File: src/rtl/insfetch.sv
// Instruction fetch front end: issues sequential/predicted fetch addresses to the
// instruction cache and buffers returned words in a small circular queue for decode.
module insfetch #(
  parameter int          QDEPTH   = 4,
  parameter logic [31:0] RESET_PC = 32'h0
) (
  input  logic        clk_in,
  input  logic        rst_in,
  input  logic        rdy_in,
  output logic        is_fetch,
  output logic [31:0] pc,
  input  logic        is_ret,
  input  logic [31:0] ret,
  input  logic        flush_in,
  input  logic [31:0] flush_pc,
  output logic        inst_valid,
  input  logic        inst_ready,
  output logic [31:0] inst_out,
  output logic [31:0] inst_pc,
  output logic        inst_pred,
  output logic [31:0] inst_pred_pc
);
  localparam int AW = $clog2(QDEPTH);
  localparam int CW = AW + 1;
  localparam logic [6:0] OP_JAL = 7'b1101111;
  localparam logic [6:0] OP_BR  = 7'b1100011;

  typedef struct packed {
    logic [31:0] word;
    logic [31:0] addr;
    logic        pred;
    logic [31:0] npc;
  } entry_t;

  typedef enum logic [1:0] {S_RESET, S_RUN, S_FULL} state_t;

  state_t        state;
  logic [AW-1:0] head, tail;
  logic [CW-1:0] count, cnt_nxt;
  entry_t        q [QDEPTH];

  logic        push, pop, pred;
  logic [31:0] npc, jimm, bimm;

  // FULL is exactly count==QDEPTH; RESET behaves like an empty RUN once released
  assign is_fetch = rst_in & rdy_in & ~flush_in & (state != S_FULL);
  assign push     = is_fetch & is_ret;
  assign pop      = rdy_in & ~flush_in & inst_valid & inst_ready;
  assign cnt_nxt  = count + CW'(push) - CW'(pop);

  assign jimm = {{11{ret[31]}}, ret[31], ret[19:12], ret[20], ret[30:21], 1'b0};
  assign bimm = {{19{ret[31]}}, ret[31], ret[7], ret[30:25], ret[11:8], 1'b0};

  // Static prediction: JAL and backward branches taken, everything else falls through
  always_comb begin
    npc  = pc + 32'd4;
    pred = 1'b0;
    if (ret[6:0] == OP_JAL) begin
      npc  = pc + jimm;
      pred = 1'b1;
    end else if (ret[6:0] == OP_BR && ret[31]) begin
      npc  = pc + bimm;
      pred = 1'b1;
    end
  end

  always_ff @(posedge clk_in or negedge rst_in) begin
    if (!rst_in) begin
      state <= S_RESET;
      pc    <= RESET_PC;
      head  <= '0;
      tail  <= '0;
      count <= '0;
    end else if (rdy_in) begin
      if (flush_in) begin
        state <= S_RUN;
        pc    <= flush_pc & ~32'h1;
        head  <= '0;
        tail  <= '0;
        count <= '0;
      end else begin
        if (push) begin
          pc   <= npc;
          tail <= tail + AW'(1);
        end
        if (pop) head <= head + AW'(1);
        count <= cnt_nxt;
        state <= (cnt_nxt == CW'(QDEPTH)) ? S_FULL : S_RUN;
      end
    end
  end

  // Storage is never cleared; the read side masks it while the queue is empty
  always_ff @(posedge clk_in) begin
    if (push) q[tail] <= '{word: ret, addr: pc, pred: pred, npc: npc};
  end

  assign inst_valid   = (count != '0);
  assign inst_out     = inst_valid ? q[head].word : '0;
  assign inst_pc      = inst_valid ? q[head].addr : '0;
  assign inst_pred    = inst_valid & q[head].pred;
  assign inst_pred_pc = inst_valid ? q[head].npc  : '0;

endmodule
File: config.mk
export PLATFORM = sky130hd
export DESIGN_NAME = insfetch
export DESIGN_NICKNAME = d
export VERILOG_FILES = /design/src/rtl/insfetch.sv
export SDC_FILE = /design/constraint.sdc
export NUM_CORES = 1
export LEC_CHECK = 0
export CAP_MARGIN = 15
export CORE_UTILIZATION = 45
export DETAILED_ROUTE_END_ITERATION = 6
export PLACE_DENSITY = 0.71
export SETUP_SLACK_MARGIN = 0.05
export SLEW_MARGIN = 30
export SYNTH_ARGS = -nofsm -noshare
export SYNTH_HDL_FRONTEND = slang
export SYNTH_SLANG_ARGS = --single-unit
export TNS_END_PERCENT = 10
File: constraint.sdc
create_clock -name clk_in -period 3 [get_ports clk_in]
set_input_delay 0.6 -clock clk_in [delete_from_list [all_inputs] [get_ports clk_in]]
set_output_delay 0.6 -clock clk_in [all_outputs]
set_load 0.05 [all_outputs]
# After elaboration in Yosys (flattened, before gate mapping)
# Memory sizes are Yosys's and may differ from the RTL's.
# Index checks and enable logic that the tools add are counted.
[totals] output_inout_bits=131 ram_bits=388 latch_bits=0 memories=1 register_bits=41 in_bits=70 word_cells=50 rom_bits=0
[memory_table] name="q" words=4 width=97 rd=1 rd_clocked_by_memory_dff=0 wr=1 line_no="40" rtl="entry_t q [QDEPTH];"
[classes] mul=0 shifts=0 n_eq_ne=4 n_lt_le_gt_ge=0 muxes=18 n_div=0 n_bitwise=9 reduce_logical=6 add_sub_neg=7
[ops] operator="$mux W32" count=7
[ops] operator="$add A32 B32 Y32" count=2
[ops] operator="$add A32 B3 Y32 const B" count=1
[ops] operator="$eq A7 B7 Y1 const B" count=2
[ops] operator="$mux W2" count=6
[ops] operator="$and A1 B1 Y1" count=8
[ops] operator="$add A2 B1 Y2 const B" count=2
[ops] operator="$mux W1" count=4
[ops] operator="$reduce_and A2 Y1" count=2
[ops] operator="$reduce_bool A2 Y1" count=2
[ops] operator="$add A3 B1 Y3" count=1
[ops] operator="$eq A3 B3 Y1 const B" count=1
[ops] operator="$mux W3" count=1
[ops] operator="$reduce_bool A3 Y1" count=1
[ops] operator="$sub A3 B1 Y3" count=1
[ops] operator="$ne A2 B2 Y1 const B" count=1
[ops] operator="$logic_and A1 B1 Y1" count=1
[ops] operator="$not A1 Y1" count=1

# Depth between registers and ports, before layout
# Gate-level depths: netlist of run 1.
[logic_depth] ltp_word=9 ltp_mapped=14 depth_no_buf=13

# Worst setup path after synthesis of run 1
# No wires, ideal clock.
[synth_timing] kind="input -> register" startpoint="input port rdy_in" endpoint="memory q[0][10] in the netlist's numbering, enable pin" t_required_ns=2.535 arrival_time_ns=3.634 setup_time_ns=0.465 setup_slack_ns=-1.099 n_path_buf=0 stages=3 path_cell_list="nor2b_1 o211a_1 and3_1"
[synth_via] elab_chain_len=6
[synth_lines] item="from (decl)" line_no="9" rtl="input logic rdy_in,"
[synth_lines] item="$and A1 B1 Y1 (3 in a row)" line_no="46" rtl="assign is_fetch = rst_in & rdy_in & ~flush_in & (state != S_FULL);"
[synth_lines] item="net is_fetch" line_no="10" rtl="output logic is_fetch,"
[synth_lines] item="$and A1 B1 Y1" line_no="47" rtl="assign push = is_fetch & is_ret;"
[synth_lines] item="$mux W1" line_no="95" rtl="if (push) q[tail] <= '{word: ret, addr: pc, pred: pred, npc: npc};"
[synth_lines] item="$mux W1 (not written as such)" line_no="95"
[synth_lines] item="to (decl)" line_no="40"
# The timed path passes the listed nets, and every way through them passes these cells.

# Worst setup path in the final report of run 1
[layout_timing] startpoint="register pc[7]" endpoint="register pc[30]"
[layout_via] elab_chain_len=5 elab_cells_between_ends=7
[layout_lines] item="from (decl)" line_no="11" rtl="output logic [31:0] pc,"
[layout_lines] item="from (signal assigned)" line_no="77" rtl="pc <= flush_pc & ~32'h1;"
[layout_lines] item="from (signal assigned)" line_no="83" rtl="pc <= npc;"
[layout_lines] item="$add A32 B3 Y32 or $add A32 B32 Y32 (tied branches)" line_no="56, 62"
[layout_lines] item="$mux W32" line_no="61" rtl="end else if (ret[6:0] == OP_BR && ret[31]) begin"
[layout_lines] item="$mux W32 *" line_no="58" rtl="if (ret[6:0] == OP_JAL) begin"
[layout_lines] item="$mux W32 *" line_no="82" rtl="if (push) begin"
[layout_lines] item="$mux W32 *" line_no="75" rtl="if (flush_in) begin"
# Mark *: on every way between the ends. The rest lies on a longest branch, timed or not. The select of a mux whose other input is x is not followed.
# A chain may end at the register's enable or synchronous reset.

==> qor.txt, run 1 <==
Clock buffer count from CTS = 43
Top FF cell, synth = edfxtp_1
Non-filler cells in the finished layout = 2,551
Setup-failing EPs final = 40
First-pass GRT wire length = 87.8 mm
Core area = 44,300 sq um
Die width = 214 um
Routed Antenna Nets = 0
Vias per std cell = 5.59
Cell count after synthesis = 1,415
Antenna violations before repair = 0
CP Data Required Time = 3.50 ns
Leakage power = 10.3 nW
FFs w/ async S/R, synth = 0.0952
Area of the multi-input gates = 8130 sq um
HP Class = in -> async
Worst Max-Slew Pin Slew = 0.648 ns
Placed Instances = 2,458
# port buffers = 196
Sequential-to-total area share from yosys stat = 0.613
RSZ-0062 raised after global routing = true
Violated checks = negative setup slack
Setup TNS Final = -1.49 ns
DR iter-0 viols = 1,150
Final min period = 3.14 ns
Area occupied by registers = 12,400 sq um
HPWL Detailed = 41.2 mm
Starting Density = 0.457
Synth-to-layout area growth = 36.2%
Worst Setup Start Kind = register
PD cells = 817 nW/um^2
Drt wl/cell = 22.6 um
DRT Pass-1 Iters = 5
Cts hold-fix bufs = 0
Grt total ovfl = 0
DRC violation count after routing = 0
Final Cycle Share = 1.05
Warnings, synthesis = 0
Clk_skew = 0.0169 ns
DP Area = 25,300 sq um
DP Worst Slack = -1.19 ns
Row cnt = 77
Largest net degree at the start of global routing = 50
Peak VDD IR = 0.681 mV
EDFF count, synth = 380
MaxCap Viol Count = 0
Layout cells sized above 1 = 0.389
Setup slack, reg-to-reg = -0.14 ns
Ports = 201
Post-synthesis average cell area = 14.3 sq um
Vias in the first global route = 14.6k
Layout Nets = 2,049
Total power = 0.0225 W
Hold Violations, Final = 0
Status = finished, violations left
Diodes inserted = 0
Vias = 14.3k
Clock Latency Late Sink = 0.57 ns
Yosys top cell by area = edfxtp_1
Clock buffer depth = 3
Slew headroom = 0.568
Clock sink count = 420
GPL Wtd Cong = 0.958
Max Fclk = 318 MHz
Clk pin slew, worst setup/hold paths = 0.06 ns
Max FO, Critical Path = 4
Synth cell types = 73
Die height = 214 um
Syn Std Cell Area = 20,200 sq um
Fill cell count = 3,423
H-tree depth = 2
Clock root cell = clkbuf_16
Final WS setup = -0.140 ns
CTS tree = done
Top post-synthesis cells by count = 380 x edfxtp_1, 101 x and2_1, 98 x nand2_1
Final WL = 57.6 mm
Total Routing Usage GR = 0.253
Synth top area cells = edfxtp_1 56%, mux4_2 11%, dfrtp_1 4.9%, and2_1 3.1%, ha_1 3.1%
Worst EP arrival = 3.64 ns
Critical path type = reg -> reg
Die area = 45,800 sq um
Yosys top cell area share = 0.564
CP Capture Type = register
Max-slew violations = 0
Final Cell Area = 27,600 sq um
Top-count cell post-synth = edfxtp_1
Seq cells post-synth = 420
-- worst max-delay path: stages (launching register included) --
cell and delay [ns]:
dfrtp_4 0.49, ha_4 0.24, a211oi_4 0.22, o21bai_2 0.10, buf_6 0.13, or3_4 0.34
o2111ai_4 0.35, o41a_1 0.35, buf_6 0.16, mux2i_1 0.17, nor2_1 0.08, or3_1 0.32
a21oi_2 0.13
-- path summary, 6_finish.rpt --
check / from / endpoint / cells past startpoint
worst max register to register: pc[7]$_DFFE_PN0P_ / pc[30]$_DFFE_PN0P_ / 12
worst max-delay path: pc[7]$_DFFE_PN0P_ / pc[30]$_DFFE_PN0P_ / 12
worst min-delay path: rst_in / count[1]$_DFFE_PN0P_ / 2
max in group asynchronous: rst_in / pc[17]$_DFFE_PN0P_ / 2
min in group clk_in: ret[11] / q[1][76]$_DFFE_PP_ / 1
worst min register to register: state[0]$_DFFE_PN0P_ / state[0]$_DFFE_PN0P_ / 1
-- cells in the final DEF, fill, tap and decap left out, drive strengths merged, types with 14 or more instances in the layout --
cell type      instances
dfrtp                 40
clkdlybuf4s50         81
nand4                 14
mux4                  95
xor2                  25
nor3                  14
and2                 101
edfxtp               380
a31oi                 19
nand2                 98
a21oi                 67
buf                  444
o21ai                 59
clkbuf                63
xnor2                 27
nor2                  60
inv                   31
and3                  27
ha                    50
nand3                 29
mux2i                 15
a21o                  26
-- final cells by class --
cell class                 instances  share of cell area
clock buffer                      63              0.0437
clock inverter                    15             0.00531
inverter                          28             0.00381
multi-input combinational        892               0.295
sequential                       420               0.451
tap                              592              0.0269
timing repair buffer             541               0.174
-- report_power, final --
group,switching (W),internal [W]
Combinational,0.00594,0.00453
Sequential,0.000201,0.00673
Clock,0.00215,0.00297
Total,0.00829,0.0142
-- logic make-up after synthesis --
group / synth area share
muxes: 0.116
DFF: 0.613
buffers and inverters: 0.0208
xor gates and xnor gates: 0.0225
AOI/OAI and AO/OA: 0.0923
other: 0.000185
and+or+nand+nor: 0.101
adders and majority gates: 0.0339
-- timing repair --
item,4_1_cts,5_1_grt
setup buffers,12,3
setup endpoints to repair,182,179
gates resized for setup,163,60
pin swaps,22,34
-- layer usage --
layer / routed length (um) / vias up / track usage
li1: - / 6551 / -
met3: 3150 / 76 / 0.0370
met2: 27500 / 450 / 0.405
met4: 1330 / 0 / 0.0707
met1: 25600 / 7185 / 0.361
met5: 0 / - / 0
-- state kept, by name (all words and copies together) (netlist names) --
register / cells
count: 3
head: 2
pc: 31
q: 380
state: 2
tail: 2
-- through the flow --
stage          utilization  hold slack [ns]
6_report             0.622            0.164
3_3_place_gp         0.570            0.483
4_1_cts              0.616            0.183
2_1_floorplan            -            0.304
5_1_grt              0.622            0.222
3_5_place_dp         0.570            0.511
No activity file was read; power rests on OpenSTA's default activity.
==> run 2: changes to the inputs <==
- CTS_CLUSTER_SIZE: not set -> 40
==> results of run 2 <==
Final layout, timing and power as in run 1 (identical DEF).
